**src/rtl/drive_sequencer.sv**
```systemverilog
// drive_sequencer: top-level drive controller. Follows the line, veers to
// re-centre, crosses junctions, recovers from bumper hits (brake, reverse,
// pivot) and stops when the line is lost.
// Optional feature: define LOST_LINE_SEARCH_EN to spin in place looking for a
// lost line before halting. Without it, losing the line halts immediately.
module drive_sequencer #(
  parameter int FULL_PERCENT    = 80,
  parameter int VEER_PERCENT    = 40,
  parameter int DEBOUNCE_CYCLES = 50_000,
  parameter int BRAKE_CYCLES    = 5_000_000,
  parameter int REVERSE_CYCLES  = 25_000_000,
  parameter int PIVOT_CYCLES    = 20_000_000,
  parameter int JUNCTION_CYCLES = 10_000_000,
  parameter int SEARCH_CYCLES   = 100_000_000,
  parameter int TIMER_W         = 27
) (
  input  logic       clock,
  input  logic       reset,
  input  logic       enable,
  input  logic       lineLeft,
  input  logic       lineCenter,
  input  logic       lineRight,
  input  logic       collision,
  output logic [1:0] leftDir,
  output logic [1:0] rightDir,
  output logic [6:0] leftDuty,
  output logic [6:0] rightDuty,
  output logic [2:0] driveState,
  output logic [7:0] junctionCount
);

  typedef enum logic [2:0] {
    ST_IDLE     = 3'd0,
    ST_FORWARD  = 3'd1,
    ST_BRAKE    = 3'd2,
    ST_REVERSE  = 3'd3,
    ST_PIVOT    = 3'd4,
    ST_JUNCTION = 3'd5,
    ST_SEARCH   = 3'd6,
    ST_HALT     = 3'd7
  } state_t;

  // Duties are capped at 80% to keep the H-bridge under its stall current.
  localparam logic [6:0] FULL_DUTY = (FULL_PERCENT > 80) ? 7'd80 : 7'(FULL_PERCENT);
  localparam logic [6:0] VEER_DUTY = (VEER_PERCENT > 80) ? 7'd80 : 7'(VEER_PERCENT);

  localparam logic [1:0] DIR_COAST = 2'b00;
  localparam logic [1:0] DIR_FWD   = 2'b01;
  localparam logic [1:0] DIR_REV   = 2'b10;

  // Timed phases load N-1 so that the phase lasts exactly N cycles.
  localparam logic [TIMER_W-1:0] BRAKE_LOAD    = TIMER_W'(BRAKE_CYCLES - 1);
  localparam logic [TIMER_W-1:0] REVERSE_LOAD  = TIMER_W'(REVERSE_CYCLES - 1);
  localparam logic [TIMER_W-1:0] PIVOT_LOAD    = TIMER_W'(PIVOT_CYCLES - 1);
  localparam logic [TIMER_W-1:0] JUNCTION_LOAD = TIMER_W'(JUNCTION_CYCLES - 1);
  localparam logic [TIMER_W-1:0] SEARCH_LOAD   = TIMER_W'(SEARCH_CYCLES - 1);
  localparam logic [TIMER_W-1:0] DEB_LAST      = TIMER_W'(DEBOUNCE_CYCLES - 1);
  localparam logic [TIMER_W-1:0] DEB_MAX       = TIMER_W'(DEBOUNCE_CYCLES);

  state_t              state_q, state_d;
  logic [TIMER_W-1:0]  timer_q, timer_d;
  logic [TIMER_W-1:0]  deb_q, deb_d;
  logic [7:0]          junction_q, junction_d;
  logic [1:0]          left_dir_q, left_dir_d;
  logic [1:0]          right_dir_q, right_dir_d;
  logic [6:0]          left_duty_q, left_duty_d;
  logic [6:0]          right_duty_q, right_duty_d;
  logic                coll_hit;
  logic                coll_state;
  logic                timer_done;
  logic [2:0]          sensors;

  assign sensors    = {lineLeft, lineCenter, lineRight};
  assign timer_done = (timer_q == '0);
  assign coll_state = (state_q == ST_FORWARD) || (state_q == ST_JUNCTION) ||
                      (state_q == ST_SEARCH)  || (state_q == ST_PIVOT);

  // Bumper debounce: qualifies once, on the cycle the run length reaches the threshold.
  always_comb begin
    deb_d    = deb_q;
    coll_hit = 1'b0;
    if (!collision) begin
      deb_d = '0;
    end else begin
      if (deb_q != DEB_MAX) deb_d = deb_q + 1'b1;
      coll_hit = (deb_q == DEB_LAST);
    end
  end

  // Next-state, phase timer and junction counter.
  always_comb begin
    state_d    = state_q;
    timer_d    = timer_q;
    junction_d = junction_q;
    if (!enable) begin
      state_d = ST_IDLE;
    end else if (coll_hit && coll_state) begin
      state_d = ST_BRAKE;
      timer_d = BRAKE_LOAD;
    end else begin
      case (state_q)
        ST_IDLE: state_d = ST_FORWARD;
        ST_FORWARD: begin
          if (sensors == 3'b111) begin
            state_d    = ST_JUNCTION;
            timer_d    = JUNCTION_LOAD;
            junction_d = junction_q + 8'd1;
          end else if (sensors == 3'b000) begin
`ifdef LOST_LINE_SEARCH_EN
            state_d = ST_SEARCH;
            timer_d = SEARCH_LOAD;
`else
            state_d = ST_HALT;
`endif
          end
        end
        ST_BRAKE: begin
          if (timer_done) begin
            state_d = ST_REVERSE;
            timer_d = REVERSE_LOAD;
          end else timer_d = timer_q - 1'b1;
        end
        ST_REVERSE: begin
          if (timer_done) begin
            state_d = ST_PIVOT;
            timer_d = PIVOT_LOAD;
          end else timer_d = timer_q - 1'b1;
        end
        ST_PIVOT: begin
          if (timer_done) state_d = ST_FORWARD;
          else timer_d = timer_q - 1'b1;
        end
        ST_JUNCTION: begin
          if (timer_done) state_d = ST_FORWARD;
          else timer_d = timer_q - 1'b1;
        end
        ST_SEARCH: begin
          if (sensors != 3'b000) state_d = ST_FORWARD;
          else if (timer_done) state_d = ST_HALT;
          else timer_d = timer_q - 1'b1;
        end
        ST_HALT: state_d = ST_HALT;
        default: state_d = ST_IDLE;
      endcase
    end
  end

  // Motor commands for the state being entered, so outputs track state in the same cycle.
  always_comb begin
    left_dir_d   = DIR_COAST;
    right_dir_d  = DIR_COAST;
    left_duty_d  = 7'd0;
    right_duty_d = 7'd0;
    case (state_d)
      ST_FORWARD: begin
        left_dir_d   = DIR_FWD;
        right_dir_d  = DIR_FWD;
        left_duty_d  = FULL_DUTY;
        right_duty_d = FULL_DUTY;
        if (sensors == 3'b100 || sensors == 3'b110) left_duty_d = VEER_DUTY;
        if (sensors == 3'b001 || sensors == 3'b011) right_duty_d = VEER_DUTY;
      end
      ST_REVERSE: begin
        left_dir_d   = DIR_REV;
        right_dir_d  = DIR_REV;
        left_duty_d  = VEER_DUTY;
        right_duty_d = VEER_DUTY;
      end
      ST_PIVOT: begin
        left_dir_d   = DIR_REV;
        right_dir_d  = DIR_FWD;
        left_duty_d  = VEER_DUTY;
        right_duty_d = VEER_DUTY;
      end
      ST_JUNCTION: begin
        left_dir_d   = DIR_FWD;
        right_dir_d  = DIR_FWD;
        left_duty_d  = FULL_DUTY;
        right_duty_d = FULL_DUTY;
      end
      ST_SEARCH: begin
        left_dir_d   = DIR_FWD;
        right_dir_d  = DIR_REV;
        left_duty_d  = VEER_DUTY;
        right_duty_d = VEER_DUTY;
      end
      default: begin
        left_dir_d   = DIR_COAST;
        right_dir_d  = DIR_COAST;
      end
    endcase
  end

  // State and output registers with synchronous reset.
  always_ff @(posedge clock) begin
    if (reset) begin
      state_q      <= ST_IDLE;
      timer_q      <= '0;
      deb_q        <= '0;
      junction_q   <= '0;
      left_dir_q   <= DIR_COAST;
      right_dir_q  <= DIR_COAST;
      left_duty_q  <= 7'd0;
      right_duty_q <= 7'd0;
    end else begin
      state_q      <= state_d;
      timer_q      <= timer_d;
      deb_q        <= deb_d;
      junction_q   <= junction_d;
      left_dir_q   <= left_dir_d;
      right_dir_q  <= right_dir_d;
      left_duty_q  <= left_duty_d;
      right_duty_q <= right_duty_d;
    end
  end

  assign leftDir       = left_dir_q;
  assign rightDir      = right_dir_q;
  assign leftDuty      = left_duty_q;
  assign rightDuty     = right_duty_q;
  assign driveState    = state_q;
  assign junctionCount = junction_q;

endmodule

```
**config.mk**
```make
export PLATFORM = sky130hd
export DESIGN_NAME = drive_sequencer
export DESIGN_NICKNAME = d
export VERILOG_FILES = /design/src/rtl/drive_sequencer.sv
export SDC_FILE = /design/constraint.sdc
export NUM_CORES = 1
export LEC_CHECK = 0
export BUFFER_PORTS_ARGS = -buffer_cell sky130_fd_sc_hd__buf_2
export CAP_MARGIN = 20
export CORE_UTILIZATION = 64
export CTS_CLUSTER_DIAMETER = 120
export CTS_CLUSTER_SIZE = 30
export DETAILED_ROUTE_END_ITERATION = 8
export GPL_TIMING_DRIVEN = 1
export PLACE_DENSITY = 0.84
export SYNTH_ARGS = -nofsm -noshare
export SYNTH_HDL_FRONTEND = slang
export SYNTH_SLANG_ARGS = --single-unit
```
**constraint.sdc**
```tcl
create_clock -name clock -period 6.7 [get_ports clock]
set_input_delay 0.335 -clock clock [delete_from_list [all_inputs] [get_ports clock]]
set_output_delay 0.335 -clock clock [all_outputs]
set_load 0.03 [all_outputs]
```
==> impl_metrics.csv <==
group,metric,value,unit
outcome,status,"finished clean",
timing,rsz0062_at_grt,"false",
worst_hold_path,holdCritStartpoint,"lineRight",
grt,grt_antenna_before_repair,0,
floorplanning,die_h,82.4,um
timing,tightestPinTransition,0.981,ns
drt,post-route-drc-count,0,
timing,tns,0,ns
setup_path,worstPathArrival,3.35,ns
placement,dpl-instance-area,4260,um2
worst_hold_path,hold_end,"leftDuty[4]",
setup_path,endpoint_kind,"flop",
cts,htreeDepth,3,
synthesis,synthTopCellsByCount,"73 x dfxtp_1, 56 x nor2_1, 40 x nand2_1",
floorplanning,core_area,6060,um2
final_layout,fill_cells,482,
setup_path,rr_endpoint,"timer_q[20]",
worst_hold_path,whs_path_depth,3,
pwr,total_leakage_power,1.62,nW
grt,grt_pass1_wl,15.8,mm
setup_path,cp.required,6.96,ns
synthesis,syn_area,4140,um2
timing,worst_slack,3.60,ns
synthesis,synth_compound_area_share,17.8,%
synthesis,synth_ff_type,"dfxtp_1",
synthesis,yosys.area_share.adder,1.21,%
drt,drt_iter0_markers,292,
setup_path,path_max_fanout,9,
synthesis,synth_simple_gate_area_share,33.3,%
cts,cts_resized,0,
setup_path,start_kind,"flop",
floorplanning,dieArea,6790,um2
floorplanning,die_w,82.4,um
cts,clock_sinks,73,
timing,fin_crit,3.10,ns
grt,grt_usage,30.8,%
grt,grt_overflow,0,
synthesis,synth-warning-count,0,
worst_hold_path,hold_path.class,"in -> reg",
grt,grt_max_degree,42,
drt,via_per_inst,6.39,
placement,place.gp.congestion,0.945,
timing,clock_skew,0.00937,ns
synthesis,ys_seq_area_share,35.3,%
setup_path,crit_type,"reg -> reg",
synthesis,synth_xor_area_share,6.56,%
drt,num_vias,3782,
drt,dr.pass1.iters,5,
grt,grt_pass1_vias,3406,
synthesis,synth-edff-count,0,
synthesis,synth_top_family_by_area,"simple AND/OR/NAND/NOR gates",
synthesis,syn_avg_cell_area,8.43,um2
cts,post-cts-setup-buffer-count,0,
run,cap_violations,0,
synthesis,ys_top_cells_by_area,"dfxtp_1 35%, nor2_1 5.1%, nand2_1 3.6%",
cts,cts_hold_buffers,0,
synthesis,yosysTopAreaCell,"dfxtp_1",
floorplanning,initial_core_util,68.3,%
setup_path,rrSetupSlack,3.60,ns
floorplanning,num_rows,28,
timing,maxSlewViolCount,0,
cts,clk-insertion-delay-late,0.35,ns
synthesis,synth_top_area_share,35.3,%
timing,hold_viol_final,0,
cts,cts_root_buf,"clkbuf_8",
cts,cts_tree,"done",
final_layout,drive_gt1_share,15.9,%
synthesis,syn-instance-count,491,
synthesis,synthMostInstantiatedCell,"dfxtp_1",
setup_path,rr_startpoint,"timer_q[0]",
synthesis,ys_seq_elements,73,
final_layout,finalNonFillerCells,592,
synthesis,synth.distinct_cells,71,
timing,fin_crit_sh,46.2,%
timing,setup_viol,0,
placement,port_buffers,29,
final_layout,diodes,0,
cts,clockBufferDepth,2,
floorplanning,pin_count,36,
drt,routed_wl,9.87,mm
timing,slew_headroom,34.0,%
pwr,ir_drop,0.175,mV
drt,wire_per_inst,16.7,um
placement,placedCellCount,576,
placement,dp_hpwl,6.89,mm
timing,fmax,0.323,GHz
cts,clk_pin_slew,0.07,ns
final_layout,area_growth,8.77,%
pwr,power-per-cell-area,226,nW/um2
final_layout,nets,523,
drt,drtAntennaViolNets,0,
setup_path,r2r_cells,9,
placement,place_ws,3.69,ns
synthesis,synth_mux_area_share,0.514,%
cts,cts_made_buffers,9,
synthesis,async_flop_share,0,%
final_layout,stdcell_area,4500,um2
## layout by cell type (no fill, tap or decap), types with 10 or more instances in the layout
cell type and count:
nor2_1 56, a211oi_1 13, dfxtp_1 73, xnor2_1 17
nor3_1 26, a21oi_1 27, inv_1 14, nand3_1 19
nor4_1 13, nand2_1 40, xor2_1 14, o21ai_0 18
buf_2 29, or3_1 15, clkbuf_8 10
## worst max path at each step
stage,start,slack (ns),depth (start not counted),endpoint
2_1_floorplan,driveState[0],4.25,8,timer_q[23]
3_3_place_gp,driveState[2],3.79,6,timer_q[22]
3_5_place_dp,timer_q[0],3.69,9,timer_q[20]
4_1_cts,timer_q[0],3.67,9,timer_q[20]
5_1_grt,timer_q[0],3.43,9,timer_q[20]
6_report,timer_q[0],3.60,9,timer_q[20]
## stage by stage
step	hold WS, ns	utilization, %	power, mW
final	0.350	74.3	1.02
after global routing	0.382	74.3	1.05
after CTS	0.336	74.3	1.02
after detailed placement	0.443	70.2	0.599
after global placement	0.425	70.2	0.596
after floorplan	0.412	-	0.569
## per-layer routing
| metal | share of wire (%) | GRT usage [%] |
|---|---|---|
| met5 | 0 | 0 |
| met4 | 2.2 | 13.9 |
| met3 | 5.7 | 6.26 |
| met2 | 50 | 51.9 |
| met1 | 42 | 37.5 |
## critical path, stage by stage (launching register included)
cell      delay, ns
dfxtp_1        0.35
inv_1          0.07
ha_1           0.18
nor3b_2        0.46
nand2_1        0.25
nor4_2         0.83
buf_4          0.31
nor2_1         0.09
a211o_1        0.27
a211oi_1       0.20
## power by group
group          internal, mW  leakage [nW]  switching [mW]
Clock                 0.257         0.120           0.165
Sequential            0.440         0.590         0.00794
Combinational        0.0443         0.906           0.101
Total                 0.742          1.62           0.275
## flip-flops by register name, summed over array words and instances (netlist names)
name and flops:
junctionCount 8, leftDuty 2, rightDir 2, leftDir 2
timer_q 27, rightDuty 2, deb_q 27, driveState 3
## cell type report
type | count | area (um2) | area share, %
Clock buffer | 11 | 141 | 3.14
Multi-Input combinational cell | 382 | 2480 | 55.1
Timing Repair Buffer | 32 | 168 | 3.73
Inverter | 14 | 52.6 | 1.17
Clock inverter | 5 | 103 | 2.28
Tap cell | 75 | 93.8 | 2.09
Sequential cell | 73 | 1460 | 32.5
## cells by family after synthesis
kind of cell | after synthesis
flops | 73
mux | 2
fa+ha+maj | 4
other cells | 1
compound gates | 107
xor+xnor | 31
buf+inv | 41
simple gates | 232
(Power assumes the default switching activity.)
